`src/rtl/mips_pkg.sv`:
```
// Shared definitions for the 32-bit pipelined MIPS core.
//   load_type_e : load width/sign selector carried down the pipe
//   REG_ZERO    : index of the hard-wired zero register
package mips_pkg;

  typedef enum logic [2:0] {
    LB  = 3'd0,
    LBU = 3'd1,
    LH  = 3'd2,
    LHU = 3'd3,
    LW  = 3'd4
  } load_type_e;

  localparam int unsigned REG_ZERO = 0;

endpackage

```
`src/rtl/load_align.sv`:
```
// Big-endian load extraction for the write-back stage (combinational).
// Ports:
//   word       in  32  aligned word read from data memory
//   addr       in  2   low effective-address bits of the load
//   load_type  in  3   load_type_e encoding; unknown encodings behave as LW
//   data       out 32  extracted and sign/zero-extended load data
//   misaligned out 1   halfword at odd address or word at non-zero offset
module load_align
  import mips_pkg::*;
(
  input  logic [31:0] word,
  input  logic [1:0]  addr,
  input  logic [2:0]  load_type,
  output logic [31:0] data,
  output logic        misaligned
);

  logic [7:0]  byte_sel;
  logic [15:0] half_sel;

  // Byte 0 is the most significant byte.
  always_comb begin
    byte_sel = word[31:24];
    case (addr)
      2'd0: byte_sel = word[31:24];
      2'd1: byte_sel = word[23:16];
      2'd2: byte_sel = word[15:8];
      2'd3: byte_sel = word[7:0];
      default: byte_sel = word[31:24];
    endcase
  end

  assign half_sel = addr[1] ? word[15:0] : word[31:16];

  always_comb begin
    data       = word;
    misaligned = 1'b0;
    case (load_type)
      LB:  data = {{24{byte_sel[7]}}, byte_sel};
      LBU: data = {24'd0, byte_sel};
      LH: begin
        data       = {{16{half_sel[15]}}, half_sel};
        misaligned = addr[0];
      end
      LHU: begin
        data       = {16'd0, half_sel};
        misaligned = addr[0];
      end
      default: begin
        data       = word;
        misaligned = (addr != 2'd0);
      end
    endcase
  end

endmodule

```
`src/rtl/mem_wb_stage.sv`:
```
// MEM/WB pipeline register and write-back stage.
// Captures memory-stage results on the rising edge and drives the register
// file write port combinationally from the held instruction.
// Optional feature macro: RETIRE_COUNT_EN adds a 32-bit retired-instruction
// counter on port retired_count.
// Ports:
//   clk, rst_n          clock; asynchronous active-low reset
//   stall, flush        hold the WB slot / replace the captured instr with a bubble
//   mem_*               memory-stage instruction fields
//   RegWrite            register file write enable (never for $0 or misaligned)
//   write_register      register file write index
//   write_data          register file write data
//   wb_valid            WB slot holds a real instruction
//   misaligned          held load is misaligned; its write is suppressed
//   retired_count       retired instructions (RETIRE_COUNT_EN only)
module mem_wb_stage
  import mips_pkg::*;
#(
  parameter int unsigned REG_WIDTH = 32,
  parameter int unsigned ADDR_SIZE = 5
) (
  input  logic                 clk,
  input  logic                 rst_n,
  input  logic                 stall,
  input  logic                 flush,
  input  logic                 mem_valid,
  input  logic                 mem_RegWrite,
  input  logic                 mem_MemtoReg,
  input  logic [2:0]           mem_load_type,
  input  logic [ADDR_SIZE-1:0] mem_write_register,
  input  logic [REG_WIDTH-1:0] mem_alu_result,
  input  logic [REG_WIDTH-1:0] mem_read_data,
  output logic                 RegWrite,
  output logic [ADDR_SIZE-1:0] write_register,
  output logic [REG_WIDTH-1:0] write_data,
  output logic                 wb_valid,
  output logic                 misaligned
`ifdef RETIRE_COUNT_EN
  ,
  output logic [31:0]          retired_count
`endif
);

  logic                 valid_q;
  logic                 regwrite_q;
  logic                 memtoreg_q;
  logic [2:0]           load_type_q;  // raw encoding so unknown values reach load_align
  logic [ADDR_SIZE-1:0] wr_reg_q;
  logic [REG_WIDTH-1:0] alu_q;
  logic [REG_WIDTH-1:0] rd_q;

  // Flush only needs to kill valid/RegWrite; the payload is don't-care.
  always_ff @(posedge clk or negedge rst_n) begin
    if (!rst_n) begin
      valid_q     <= 1'b0;
      regwrite_q  <= 1'b0;
      memtoreg_q  <= 1'b0;
      load_type_q <= 3'd0;
      wr_reg_q    <= '0;
      alu_q       <= '0;
      rd_q        <= '0;
    end else if (flush) begin
      valid_q    <= 1'b0;
      regwrite_q <= 1'b0;
    end else if (!stall) begin
      valid_q     <= mem_valid;
      regwrite_q  <= mem_RegWrite;
      memtoreg_q  <= mem_MemtoReg;
      load_type_q <= mem_load_type;
      wr_reg_q    <= mem_write_register;
      alu_q       <= mem_alu_result;
      rd_q        <= mem_read_data;
    end
  end

  logic [31:0] load_data;
  logic        load_mis;

  load_align u_load_align (
    .word       (rd_q),
    .addr       (alu_q[1:0]),
    .load_type  (load_type_q),
    .data       (load_data),
    .misaligned (load_mis)
  );

  assign misaligned     = valid_q & memtoreg_q & load_mis;
  assign write_data     = memtoreg_q ? load_data : alu_q;
  assign write_register = wr_reg_q;
  assign wb_valid       = valid_q;
  assign RegWrite       = valid_q & regwrite_q & (wr_reg_q != ADDR_SIZE'(REG_ZERO)) &
                          ~misaligned;

`ifdef RETIRE_COUNT_EN
  logic [31:0] retired_q;

  // Misaligned loads still retire; they just do not write.
  always_ff @(posedge clk or negedge rst_n) begin
    if (!rst_n) begin
      retired_q <= 32'd0;
    end else if (valid_q && !stall) begin
      retired_q <= retired_q + 32'd1;
    end
  end

  assign retired_count = retired_q;
`endif

endmodule

```
`config.mk`:
```
export PLATFORM = sky130hd
export DESIGN_NAME = mem_wb_stage
export DESIGN_NICKNAME = d
export VERILOG_FILES = /design/src/rtl/mips_pkg.sv /design/src/rtl/load_align.sv /design/src/rtl/mem_wb_stage.sv
export SDC_FILE = /design/constraint.sdc
export NUM_CORES = 1
export LEC_CHECK = 0
export ABC_CLOCK_PERIOD_IN_PS = 3200
export BUFFER_PORTS_ARGS = -buffer_cell sky130_fd_sc_hd__buf_2
export CORE_ASPECT_RATIO = 1.5
export CORE_MARGIN = 2
export CORE_UTILIZATION = 40
export DETAILED_ROUTE_END_ITERATION = 8
export HOLD_SLACK_MARGIN = 0.1
export PLACE_DENSITY = 0.62
export SETUP_SLACK_MARGIN = 0.3
export SLEW_MARGIN = 20
export SYNTH_ARGS = -nofsm -noshare
export SYNTH_HDL_FRONTEND = slang
export SYNTH_SLANG_ARGS = --single-unit
```
`constraint.sdc`:
```
create_clock -name clk -period 3.2 [get_ports clk]
set_input_delay 0.48 -clock clk [delete_from_list [all_inputs] [get_ports clk]]
set_output_delay 0.48 -clock clk [all_outputs]
set_load 0.02 [all_outputs]
```
==> impl_metrics.toml, run 1 <==
[global_routing]
grt_util_all_layers_pct = 20.1
grt_max_degree = 76
grt_pass1_wl_mm = 15.8
use_met1_pct = 24.1
antenna_found_initial = 0
gr-total-overflow = 0
met3_usage_pct = 5.51
grt_pass1_vias = 2979
grt_util_met2_pct = 34.4
grt_busiest_layer = "met2"

[sta]
period_needed_ps = 2780
period_share_pct = 87.0
tightest_slew_ps = 959
max_slew_margin_pct = 36.1
setup_viol = 0
hold_viol = 0
hold_ws_ps = 285
finClkSkew_ps = 0
max_freq_ghz = 0.359
slew_violations = 0
tns_ps = 0
rsz0062_at_grt = "yes"

[final_layout]
nNetsFinal = 522
drive_gt1_share_pct = 49.3
final_core_util_pct = 51.9
antenna_cells = 0
fillCellCount = 855
area_growth_pct = 26.9

[synth]
synthArstFlopShare_pct = 100
ys_types = 31
synthCells = 332
ys_warn_count = 0
avgSynthCellArea_um2 = 11.3
ys.flop_type = "dfrtp_1"
synth-adder-area-share_pct = 0
synth.top_cell.area_share_pct = 49.9
synth.area.top_cells = "dfrtp_1, mux2_2, nand2_1, and3_1, mux2i_1"
synth_compound_area_share_pct = 10.5
syn-num-nets = 411
synth-seq-cells = 75
ys_seq_area_share_pct = 49.9
synth_edf_count = 0
synth_simple_gate_area_share_pct = 10.2
synth_top_family_by_area = "multiplexers"
synth.mux.area_fraction_pct = 25.5
yosys.area.top_type = "dfrtp_1"
synth_xor_area_share_pct = 0
netlist_area_um2 = 3760

[clocking]
cts_inserted_buffers = 9
root_buffer = "clkbuf_16"
cts_buffer_depth = 2
postCtsSetupBuffers = 0
clk_pin_slew_ps = 60
clock_latency_ps = 340
cts_tree = "built"
cts.sinks = 75
htreeDepth = 3

[power]
irDropWorstVdd_mv = 0.412
p_per_area_nw_per_um2 = 657
p_leak_nw = 2.34
power_mw = 3.14

[die]
die_area_um2 = 10200
core_um2 = 9200
io-pin-count = 119
num_rows = 43
die_y_um = 123
floorplan.initialDensity_pct = 40.9
die_w_um = 83.2

[setup_path]
critPathKind = "flip-flop to output port"
required_ps = 2720
critPathLaunchType = "flip-flop"
cp.arrival_ps = 2300
cp-end-kind = "output port"
critPathMaxFanout = 16

[routing]
detail_route.first_pass.iterations = 5
wire_per_inst_um = 17.7
ant_nets = 0
avgViaCountPerCell = 5.29
drc_errors = 0
drt_iter0_drc = 171
routed_wl_mm = 9.93
vias = 2965

[placement]
portBuffers = 118
gp_congestion = 0.804
dp_hpwl_mm = 7.43

[flow_run]
max_cap_violations = 0

[worst_hold_path]
hold_class = "primary input to asynchronous set/reset pin"

[status]
status = "complete, no violations"
[placed cells by master, fill, tap and decap left out, types with 2 or more instances in the layout]
master     Yosys  routed
buf_2          3     117
mux2_2        74      74
dfrtp_1       75      74
nand2_1       39      39
and3_1        23      23
a21oi_1       21      21
o21ai_0       12      12
mux2i_1       11      11
clkbuf_16      0       9
inv_1          8       8
buf_4          0       8
nor2_1         9       7
a221o_1        7       7
o211ai_1       5       5
nor3_1         3       3
or3_1          3       3
nor2b_1        2       2
a31oi_1        2       2
o22ai_1        2       2
clkbuf_8       0       2
bufinv_16      0       2
[cell usage after synthesis, types with 5 or more instances]
library cell	n
inv_1	8
a221o_1	7
nor2_1	9
and3_1	23
mux2i_1	11
nand2_1	39
dfrtp_1	75
a21oi_1	21
o211ai_1	5
clkbuf_1	19
o21ai_0	12
mux2_2	74
[metrics by stage]
step	instances	worst slack, ps	instance area (µm²)
2_1_floorplan	332	1070	3760
3_3_place_gp	544	757	4440
3_5_place_dp	544	750	4440
4_1_cts	560	377	4770
5_1_grt	560	277	4780
6_report	560	416	4780
[kinds of logic after synthesis]
group / count (synthesis)
muxes: 86
and+or+nand+nor: 81
DFF: 75
AOI/OAI and AO/OA: 56
buffers and inverters: 34
[final cells by class]
cell class / instances / area, µm² / area share [%]
Inverter: 9 / 33.8 / 0.707
Timing Repair Buffer: 125 / 646 / 13.5
Clock buffer: 12 / 256 / 5.37
Sequential cell: 75 / 1880 / 39.3
Clock inverter: 4 / 72.6 / 1.52
Tap cell: 112 / 140 / 2.93
Multi-Input combinational cell: 223 / 1750 / 36.6
[sequential cells by signal (all words and copies together) (netlist names)]
name,flops
regwrite_q,1
rd_q,32
load_type_q,3
wb_valid,1
write_register,5
memtoreg_q,1
alu_q,32
[path summary, 6_finish.rpt]
check	from	end	slack (ps)	cells after the start
worst max-delay path	alu_q[1]$_DFFE_PN0P_	write_data[28]	420	5
worst min-delay path	rst_n	alu_q[22]$_DFFE_PN0P_	280	1
worst max register to register	memtoreg_q$_DFFE_PN0P_	memtoreg_q$_DFFE_PN0P_	1810	3
worst min register to register	alu_q[21]$_DFFE_PN0P_	alu_q[21]$_DFFE_PN0P_	510	1
max in group asynchronous	rst_n	load_type_q[2]$_DFFE_PN0P_	2260	1
min in group clk	flush	regwrite_q$_DFFE_PN0P_	340	2
[worst max-delay path, cell delays in order, from the launching register on]
cell	delay, ps
dfrtp_1	510
mux2_2	410
a32o_2	260
o2111ai_4	430
nand2_1	150
buf_2	200
[layer usage]
metal,vias to the layer above,routed length [µm]
li1,1414,-
met1,1451,4010
met2,83,5140
met3,17,518
met4,0,258
met5,-,0
[what timing repair did]
action                     in CTS  in global routing
setup endpoints to repair       0                  8
hold buffers                    0                  0
resized for setup               0                  2
[report_power, final]
part / internal [mW] / switching, mW
logic: 0.362 / 0.444
registers: 1.09 / 0.130
clock network: 0.724 / 0.391
total: 2.17 / 0.965
Note: power is estimated with default switching activity, not from simulation.
==> run 2, diff against run 1 <==
- CELL_PAD_IN_SITES_DETAIL_PLACEMENT: default -> 2
- CELL_PAD_IN_SITES_GLOBAL_PLACEMENT: default -> 2
- CORE_UTILIZATION: 40 -> 34
- PLACE_DENSITY: 0.62 -> 0.81
- SLEW_MARGIN: 20 -> 30
==> impl_metrics.toml, run 2 (synthesis results as in run 1) <==
[status]
status = "complete, no violations"

[setup_path]
cp.arrival_ps = 2320
worstPathCellList = "mux2i_1 -> mux2_2 -> o41ai_4 -> buf_4 -> a221o_1 -> buf_2"
max_stage_delay_ps = 570
required_ps = 2720
critPathLaunchType = "flip-flop"
rr_endpoint = "load_type_q[2]$_DFFE_PN0P_"
crit_slowest_cell = "dfrtp_1"
critPathMaxFanout = 9
reg2reg_from = "load_type_q[2]$_DFFE_PN0P_"
cp-end-kind = "output port"
critPathKind = "flip-flop to output port"
worst_r2r_path_depth = 3
reg2reg_slack_ps = 1830

[final_layout]
antenna_cells = 0
fin_area_um2 = 4950
fillCellCount = 1176
multiInputGateArea_um2 = 1750
final_cell_mix = "buf_2, mux2_2, dfrtp_1"
layout_commonest_cell = "buf_2"
nNetsFinal = 530
area_growth_pct = 31.4
drive_gt1_share_pct = 50.5
instances_no_fill = 602
seq_area_um2 = 1880

[global_routing]
gr-total-overflow = 0
antenna_found_initial = 0
grt_max_degree = 76
grt_util_all_layers_pct = 22.1
grt_pass1_wl_mm = 20.3
grt_pass1_vias = 3648

[routing]
met2_length_mm = 7.55
wire_per_inst_um = 21.5
routed_wl_mm = 12.9
drt_iter0_drc = 105
route.top_layer_used = "met4"
vias = 3172
drc_errors = 0
wl_met3_um = 354
avgViaCountPerCell = 5.27
detail_route.first_pass.iterations = 4
wirelength_met1_mm = 4.75
ant_nets = 0

[power]
irDropWorstVdd_mv = 0.297
power.switching_mw = 1.02
clock_power_share_pct = 37.0
cell_internal_pwr_mw = 2.33
seq_power_share_pct = 36.0
p_leak_nw = 2.41
p_per_area_nw_per_um2 = 677
power_mw = 3.35
swShare_pct = 30.4
power_frac_comb_pct = 27.0

[clocking]
cts.sinks = 75
htreeDepth = 3
root_buffer = "clkbuf_16"
cts_inserted_buffers = 9
cts_buffer_depth = 2
cts_tree = "built"
cts-hold-fix-buffers = 0
clock_latency_ps = 330
clk_pin_slew_ps = 60

[sta]
hold_viol = 0
rsz0062_at_grt = "no"
max_slew_margin_pct = 51.9
tns_ps = 0
slew_violations = 0
setup_viol = 0
tightest_slew_ps = 721
period_share_pct = 87.4
period_needed_ps = 2800
finClkSkew_ps = 0
max_freq_ghz = 0.358

[placement]
gp_congestion = 0.842
place_area_um2 = 4510
dp.cells = 580
dp_hpwl_mm = 9.16
portBuffers = 118

[die]
die_w_um = 89.9
num_rows = 47
floorplan.initialDensity_pct = 34.4
core_um2 = 10900
die_area_um2 = 11900
io-pin-count = 119
die_y_um = 133

[flow_run]
max_cap_violations = 0

[worst_hold_path]
hold_class = "primary input to asynchronous set/reset pin"
[run 2: cell types whose count changed in the layout (fill, tap and decap cells not counted)]
| cell | previous run | this run |
|---|---|---|
| buf_4 | 8 | 13 |
| buf_6 | 0 | 1 |
| clkbuf_8 | 2 | 1 |
| bufinv_16 | 2 | 4 |
| buf_12 | 0 | 2 |
| clkinv_1 | 1 | 0 |
| clkbuf_1 | 1 | 0 |
[run 2: cell type report]
class,count,share of cell area [%]
Tap cell,147,3.72
Multi-Input combinational cell,223,35.4
Timing Repair Buffer,133,14.8
Inverter,9,0.759
Sequential cell,75,38.0
Clock buffer,10,4.83
Clock inverter,5,2.53
[run 2: worst max path at each step]
stage          slack [ps]                       start             end  cells past startpoint
2_1_floorplan        1070        alu_q[1]$_DFFE_PN0P_   write_data[0]                      6
3_3_place_gp          730        alu_q[1]$_DFFE_PN0P_  write_data[11]                      5
3_5_place_dp          640        alu_q[1]$_DFFE_PN0P_  write_data[13]                      5
4_1_cts               330  load_type_q[2]$_DFFE_PN0P_  write_data[30]                      6
5_1_grt               320        alu_q[0]$_DFFE_PN0P_  write_data[12]                      6
6_report              400        alu_q[0]$_DFFE_PN0P_  write_data[14]                      6
[run 2: critical path, delay by kind of cell, from the launching register on]
family | cells | cell delay (ps)
DFF | 1 | 570
buffers and inverters | 2 | 380
muxes | 2 | 470
AOI/OAI and AO/OA | 2 | 560
[run 2: routing by layer]
metal,vias to the layer above,global-route usage [%]
met1,1655,24.5
met2,73,42.6
met3,17,3.19
met4,0,7.86
li1,1427,-
met5,-,0
[run 2: power by group through the flow]
| stage | clock, mW | combinational (mW) | sequential [mW] |
|---|---|---|---|
| after floorplan | 0 | 0.572 | 1.18 |
| after global placement | 0 | 0.837 | 1.21 |
| after detailed placement | 0 | 0.870 | 1.22 |
| after CTS | 1.26 | 0.887 | 1.21 |
| after global routing | 1.30 | 0.978 | 1.23 |
| final | 1.24 | 0.904 | 1.21 |
[run 2: what timing repair did]
| action | CTS | global route |
|---|---|---|
| gates cloned | 0 | 0 |
| pin swaps | 1 | 1 |
| endpoints found under the setup margin | 12 | 17 |
| hold endpoints to repair | 0 | 0 |
| setup buffers | 2 | 5 |
| gates resized for setup | 1 | 2 |
[run 2: stage by stage]
stage / hold slack, ps / setup slack, ps / util [%]
6_report: 151 / 404 / 45.2
2_1_floorplan: 184 / 1070 / -
5_1_grt: 216 / 323 / 45.2
3_5_place_dp: 500 / 645 / 41.2
4_1_cts: 344 / 325 / 44.7
3_3_place_gp: 492 / 733 / 41.2
